$ cat src/rtl/riscv_pkg.sv
// Shared types for the RISC-V hart hazard/forwarding controller:
// forwarding select encoding, pipeline tag record and register-index width helper.
package riscv_pkg;

    // Tags carry rd at a fixed maximum width so the struct is parameter-free.
    localparam int RD_W_MAX = 8;

    typedef enum logic [1:0] {
        FWD_RF = 2'd0,
        FWD_EX = 2'd1,
        FWD_MA = 2'd2,
        FWD_WB = 2'd3
    } fwd_sel_t;

    typedef struct packed {
        logic                valid;
        logic                we;
        logic                load;
        logic [RD_W_MAX-1:0] rd;
    } stage_tag_t;

    localparam stage_tag_t TAG_NONE = '{valid: 1'b0, we: 1'b0, load: 1'b0, rd: {RD_W_MAX{1'b0}}};

    function automatic int rega_f(input int regn);
        return (regn > 1) ? $clog2(regn) : 1;
    endfunction

endpackage

$ cat src/rtl/riscv_fwd_match.sv
// Per-source priority match of one ID source register against the EX/MA/WB tags;
// returns the forwarding select and whether the match is an unresolved EX load.
module riscv_fwd_match
    import riscv_pkg::*;
#(
    parameter int REGA = 5
) (
    input  logic [REGA-1:0] rs_i,
    input  logic            used_i,
    input  stage_tag_t      ex_i,
    input  stage_tag_t      ma_i,
    input  stage_tag_t      wb_i,
    output fwd_sel_t        sel_o,
    output logic            load_hazard_o
);

    logic [RD_W_MAX-1:0] rs_ext_s;
    logic                hit_ex_s;
    logic                hit_ma_s;
    logic                hit_wb_s;
    logic                unused_s;

    assign rs_ext_s = RD_W_MAX'(rs_i);
    assign hit_ex_s = ex_i.valid & ex_i.we & (ex_i.rd == rs_ext_s);
    assign hit_ma_s = ma_i.valid & ma_i.we & (ma_i.rd == rs_ext_s);
    assign hit_wb_s = wb_i.valid & wb_i.we & (wb_i.rd == rs_ext_s);
    // Only the EX stage's load flag matters: MA data is valid once mem_ready is high.
    assign unused_s = ^{ma_i.load, wb_i.load};

    // Youngest-first priority search; x0 and unread operands always come from the regfile.
    always_comb begin
        sel_o         = FWD_RF;
        load_hazard_o = 1'b0;
        if (!used_i || (rs_i == {REGA{1'b0}})) begin
            sel_o = FWD_RF;
        end else if (hit_ex_s) begin
            sel_o         = FWD_EX;
            load_hazard_o = ex_i.load;
        end else if (hit_ma_s) begin
            sel_o = FWD_MA;
        end else if (hit_wb_s) begin
            sel_o = FWD_WB;
        end else begin
            sel_o = FWD_RF;
        end
    end

endmodule

$ cat src/rtl/riscv_hazard.sv
// Hazard and forwarding controller for the 5-stage hart: EX/MA/WB destination tags,
// per-source forwarding selects, load-use bubbles, branch flushes and memory-wait freezes.
module riscv_hazard
    import riscv_pkg::*;
#(
    parameter  int XLEN = 32,
    parameter  int REGN = 32,
    parameter  int NSRC = 2,
    localparam int REGA = rega_f(REGN)
) (
    input  logic                      clk,
    input  logic                      rst,
    input  logic                      id_valid,
    input  logic [NSRC-1:0][REGA-1:0] id_rs,
    input  logic [NSRC-1:0]           id_rs_used,
    input  logic [REGA-1:0]           id_rd,
    input  logic                      id_we,
    input  logic                      id_load,
    input  logic                      branch_taken,
    input  logic                      mem_ready,
    output logic                      stall_if,
    output logic                      stall_id,
    output logic                      bubble_ex,
    output logic                      flush_id,
    output logic                      freeze,
    output logic [NSRC-1:0][1:0]      fwd_sel,
    output logic [XLEN-1:0]           stall_cnt
);

    stage_tag_t      ex_q, ex_d;
    stage_tag_t      ma_q, ma_d;
    stage_tag_t      wb_q, wb_d;
    stage_tag_t      id_tag_s;
    logic [XLEN-1:0] cnt_q, cnt_d;

    logic [NSRC-1:0] hz_s;
    fwd_sel_t        sel_s [NSRC];
    logic            load_use_s;
    logic            freeze_s;
    logic            stall_s;
    logic            bubble_s;
    logic            flush_s;

    for (genvar g = 0; g < NSRC; g++) begin : g_src
        riscv_fwd_match #(.REGA(REGA)) u_match (
            .rs_i          (id_rs[g]),
            .used_i        (id_rs_used[g]),
            .ex_i          (ex_q),
            .ma_i          (ma_q),
            .wb_i          (wb_q),
            .sel_o         (sel_s[g]),
            .load_hazard_o (hz_s[g])
        );
        assign fwd_sel[g] = sel_s[g];
    end

    // A write to x0 enters the pipeline as a non-writer so it can never forward.
    assign id_tag_s = '{valid: id_valid,
                        we:    id_we & (id_rd != {REGA{1'b0}}),
                        load:  id_load,
                        rd:    RD_W_MAX'(id_rd)};

    assign load_use_s = |hz_s;
    assign freeze_s   = ma_q.valid & ~mem_ready;

    // Priority: memory freeze, then taken branch, then load-use stall.
    always_comb begin
        stall_s  = 1'b0;
        bubble_s = 1'b0;
        flush_s  = 1'b0;
        if (freeze_s) begin
            stall_s = 1'b1;
        end else if (branch_taken) begin
            bubble_s = 1'b1;
            flush_s  = 1'b1;
        end else if (load_use_s) begin
            stall_s  = 1'b1;
            bubble_s = 1'b1;
        end else begin
            stall_s = 1'b0;
        end
    end

    assign stall_if  = stall_s;
    assign stall_id  = stall_s;
    assign bubble_ex = bubble_s;
    assign flush_id  = flush_s;
    assign freeze    = freeze_s;
    assign stall_cnt = cnt_q;

    // Tag shift and stall-cycle counter next state; a freeze holds every tag in place.
    always_comb begin
        ex_d  = ex_q;
        ma_d  = ma_q;
        wb_d  = wb_q;
        cnt_d = cnt_q;
        if (stall_s) begin
            cnt_d = cnt_q + XLEN'(1);
        end else begin
            cnt_d = cnt_q;
        end
        if (!freeze_s) begin
            wb_d = ma_q;
            ma_d = ex_q;
            ex_d = bubble_s ? TAG_NONE : id_tag_s;
        end else begin
            ex_d = ex_q;
        end
    end

    // State registers with synchronous reset.
    always_ff @(posedge clk) begin
        if (rst) begin
            ex_q  <= TAG_NONE;
            ma_q  <= TAG_NONE;
            wb_q  <= TAG_NONE;
            cnt_q <= {XLEN{1'b0}};
        end else begin
            ex_q  <= ex_d;
            ma_q  <= ma_d;
            wb_q  <= wb_d;
            cnt_q <= cnt_d;
        end
    end

endmodule

$ cat config.mk
export PLATFORM = sky130hd
export DESIGN_NAME = riscv_hazard
export DESIGN_NICKNAME = d
export VERILOG_FILES = /design/src/rtl/riscv_pkg.sv /design/src/rtl/riscv_fwd_match.sv /design/src/rtl/riscv_hazard.sv
export SDC_FILE = /design/constraint.sdc
export NUM_CORES = 1
export LEC_CHECK = 0
export CORE_MARGIN = 8
export CORE_UTILIZATION = 45
export CTS_BUF_LIST = sky130_fd_sc_hd__clkbuf_8
export CTS_CLUSTER_SIZE = 24
export DETAILED_ROUTE_END_ITERATION = 8
export PLACE_DENSITY_LB_ADDON = 0.1
export RECOVER_POWER = 50
export SLEW_MARGIN = 25
export SYNTH_ARGS = -nofsm -noshare
export SYNTH_HDL_FRONTEND = slang
export SYNTH_HIERARCHICAL = 1
export SYNTH_SLANG_ARGS = --single-unit
$ cat constraint.sdc
create_clock -name clk -period 9 [get_ports clk]
set_input_delay 2.25 -clock clk [delete_from_list [all_inputs] [get_ports clk]]
set_output_delay 2.25 -clock clk [all_outputs]
set_load 0.005 [all_outputs]
# [Word level (Yosys, flattened, before mapping)]
# Cells that the tools add are included.
[word_totals] reg_bits=63 wordCells=58 input_bits=24
[op_classes] bitwise_logic=12 eq_ne=6 n_reduce_logical=8 n_addsub=1 mux=20
[ops] operator="8-bit by 5-bit == test with 1-bit output" n=6
[ops] operator="32-bit by 1-bit adder with 32-bit output (second input constant)" n=1
[ops] operator="2-bit two-way mux" n=8
[ops] operator="1-bit AND" n=11
[ops] operator="1-bit two-way mux" n=11
[ops] operator="11-bit two-way mux" n=1
[ops] operator="5-bit zero test" n=2
[ops] operator="5-bit nonzero test" n=1
[ops] operator="1-bit zero test" n=2
[ops] operator="1-bit logical OR" n=2
[ops] operator="2-bit OR reduction" n=1
[ops] operator="1-bit NOT" n=1

# [Depth between registers and ports, before layout]
[logic_depth] depth_word=9 depth_mapped=10 ltp_nobuf=8

# [By module]
# The synthesis kept the hierarchy.
[by_module_without_submodules] mod="riscv_hazard" area_per_inst_um2=2459.9 n_inst=1 cells_per_inst=297
[by_module_without_submodules] mod="riscv_fwd_match" area_per_inst_um2=249.0 n_inst=2 cells_per_inst=34

# [Worst setup path before layout]
# No wires, ideal clock.
[synth_path] path_kind="input to output" startpoint="input port id_rs[7] (netlist name)" endpoint="output port stall_if" n_path_buf=3 stages=9 t_required_ns=6.750 t_arrival_ns=4.112 path_slack_ns=2.638 path_cell_list="or4_1 > o21ai_2 > inv_1 > and3_1 > o21ba_2 > clkbuf_1 > or2_2 > clkbuf_1 > buf_4"
[synth_between] elab_chain_cells=8 word_cells_on_any_way=10 classes_between="eq/ne: 1; mux: 5; bitwise: 1; reduce/logical: 3"
[synth_rtl] element="start: declaration" line="riscv_hazard.sv:14" text="input logic [NSRC-1:0][REGA-1:0] id_rs,"
[synth_rtl] element="8-bit by 5-bit == test with 1-bit output" line="riscv_fwd_match.sv:24" text="assign hit_ex_s = ex_i.valid & ex_i.we & (ex_i.rd == rs_ext_s);"
[synth_rtl] element="1-bit AND" line="riscv_fwd_match.sv:24"
[synth_rtl] element="1-bit two-way mux" line="riscv_fwd_match.sv:36" text="end else if (hit_ex_s) begin"
[synth_rtl] element="1-bit two-way mux *" line="riscv_fwd_match.sv:34" text="if (!used_i || (rs_i == {REGA{1'b0}})) begin"
[synth_rtl] element="named net hz_s[1]" line="riscv_hazard.sv:36" text="logic [NSRC-1:0] hz_s;"
[synth_rtl] element="2-bit OR reduction *" line="riscv_hazard.sv:63" text="assign load_use_s = |hz_s;"
[synth_rtl] element="1-bit two-way mux *" line="riscv_hazard.sv:76" text="end else if (load_use_s) begin"
[synth_rtl] element="1-bit two-way mux *" line="riscv_hazard.sv:73" text="end else if (branch_taken) begin"
[synth_rtl] element="1-bit two-way mux *" line="riscv_hazard.sv:71" text="if (freeze_s) begin"
[synth_rtl] element="end: declaration" line="riscv_hazard.sv:21" text="output logic stall_if,"
# Mark *: on every way through the listed nets, which the timed path passes. The rest lies on a longest branch.

# [Final worst setup path]
# Ends and elaborated chain as after synthesis.

==> impl_metrics.yaml <==
global_routing:
  grt_pass1_wl_um: 12800
  antenna_found_initial: 0
  grt.total_usage_pct: 17.4
  overflow: 0
  grt_pass1_vias: 2701
  grt_max_degree: 50
cts:
  cts_tree: "built"
  htreeDepth: 2
  cts_setup_buffers: 0
  numCtsBuffers: 5
  clk_latency_ns: 0.31
  root_buffer: "clkbuf_8"
  cts_buffer_depth: 2
  clk_pin_slew_ns: 0.10
  cts.sinks: 54
  hold_buffers: 0
  cts_resized: 0
min_path:
  min_path_cells: 2
  hp-start: "ex_q[8]"
  min_to: "ex_q[8]"
  hold_path_class: "reg2reg"
power_and_ir_drop:
  peakVddDrop_mv: 0.0607
  p_total_mw: 0.425
  p_int_mw: 0.323
  swShare_pct: 24.0
  pwr-share-seq_pct: 58.1
  clkPwrFrac_pct: 32.6
  switching_power_mw: 0.102
  p_leak_nw: 1.35
  p_comb_share_pct: 9.2
  power_density_nw_per_um2: 115
cells_and_area:
  fin_util_pct: 59.1
  nNetsFinal: 452
  n_antenna_cell: 0
  num-fill-cells: 599
  fin_area_um2: 3710
  syn_to_final_growth_pct: 28.2
  drive_above_1_share_pct: 5.37
run:
  cap_violations: 1
floorplanning:
  die_width_um: 96.2
  ios: 65
  die_h_um: 96.2
  start_util_pct: 46.1
  die-area_um2: 9250
  core_um2: 6280
  rows: 29
drt:
  vias_per_cell: 5.66
  vias: 2859
  first_iter_violations: 153
  ant_nets: 0
  dr.pass1.iters: 4
  wl_um: 7840
  drc: 0
  wl_per_cell_um: 15.5
worst_setup_path:
  crit_family: "simple AND/OR/NAND/NOR gates"
  critPathRequiredTime_ns: 6.75
  start_kind: "input port"
  critPathMaxFanout: 13
  cp_slowest_cell: "or4_1"
  critPathKind: "in2out"
  reg2reg_to: "stall_cnt[17]"
  r2r_start: "ex_q[10]"
  cp_common_cell: "clkdlybuf4s50_1"
  slowest_delay_ns: 0.58
  cp.arrival_ns: 4.90
  reg2reg_depth: 9
  cp-end-kind: "output pin"
  rrSetupSlack_ns: 5.95
  crit_chain: "clkdlybuf4s50_1, or4_1, o21ai_2, inv_1, and3_1, o21ba_2, or2_2, clkdlybuf4s50_1"
  cp_num_buf_inv: 3
sta:
  hold_viol: 0
  fmax_ghz: 0.140
  slew_violations: 50
  fin_setup_tns_ns: 0
  setup_viol: 0
  period_needed_ns: 7.15
  slew_headroom_pct: -44.8
  grt_setup_unrepaired: "no"
  skew_ns: 0.00932
  period_share_pct: 79.5
  tightest_slew_ns: 2.17
  holdWs_ns: 0.477
synth:
  yosysWarnings: 6
  synth_area_um2: 2890
  netlist_instances: 357
  syn_area_per_cell_um2: 8.10
place:
  io_buffers: 64
  hpwl_um: 5660
  place_congestion: 0.904
  placed_cell_area_um2: 3620
status:
  violations: "capacitance limit, slew limit"
  status: "finished, violations left"
## layer usage
metal / track usage, % / up-vias / routed length, um
met4: 6.40 / 0 / 149
met2: 27.6 / 62 / 3560
li1: - / 1417 / -
met3: 3.28 / 13 / 373
met5: 0 / - / 0
met1: 22.7 / 1367 / 3760
## cell usage in the layout, fill, tap and decap left out, types with 4 or more instances in the layout
| cell type | instances |
|---|---|
| or4_1 | 15 |
| dlygate4sd3_1 | 33 |
| conb_1 | 18 |
| nor2b_1 | 4 |
| o2111ai_1 | 6 |
| xor2_1 | 22 |
| inv_1 | 6 |
| nor4_1 | 5 |
| o31ai_1 | 12 |
| nand3_1 | 8 |
| nor3_1 | 6 |
| and4_1 | 7 |
| nor2_1 | 16 |
| xnor2_1 | 16 |
| o21ai_0 | 12 |
| dfxtp_1 | 54 |
| or3_1 | 9 |
| nand4_1 | 11 |
| clkdlybuf4s50_1 | 31 |
| a21oi_1 | 44 |
| o211ai_1 | 4 |
| nand2_1 | 53 |
| clkbuf_8 | 6 |
## power groups by stage
stage,Sequential (mW),Combinational (mW),Clock (mW)
after floorplan,0.251,0.0206,0
after global placement,0.253,0.0390,0
after detailed placement,0.253,0.0393,0
after CTS,0.247,0.0396,0.143
after global routing,0.248,0.0436,0.151
final,0.247,0.0393,0.139
## flip-flops by register name, indices dropped and copies added (netlist names)
name	count
ex_q	8
wb_q	7
ma_q	7
stall_cnt	32
## stage by stage
step                      instances  setup slack, ns
after floorplan                 374             2.64
after global placement          497             1.92
after detailed placement        497             1.88
after CTS                       505             1.87
after global routing            505             1.79
final                           505             1.85
## worst min-delay path, cell delays in order (launching register included)
cell and delay (ns):
dfxtp_1 0.33, nand2_1 0.06, a21oi_1 0.05
## worst max path at each step
stage / startpoint / end / cells past startpoint
2_1_floorplan: id_rs[7] / stall_if / 9
3_3_place_gp: id_rs[7] / stall_if / 8
3_5_place_dp: id_rs[7] / stall_if / 8
4_1_cts: id_rs[7] / stall_if / 8
5_1_grt: id_rs[2] / stall_if / 8
6_report: id_rs[7] / stall_if / 8
## layout make-up
| cell class | instances | area, um^2 | share of cell area [%] |
|---|---|---|---|
| multi-input combinational | 293 | 1760 | 47.3 |
| timing repair buffer | 68 | 667 | 18.0 |
| clock buffer | 6 | 82.6 | 2.23 |
| tap | 77 | 96.3 | 2.60 |
| sequential | 54 | 1080 | 29.1 |
| inverter | 5 | 18.8 | 0.506 |
| clock inverter | 2 | 8.76 | 0.236 |
No activity file was read; power rests on OpenSTA's default activity.
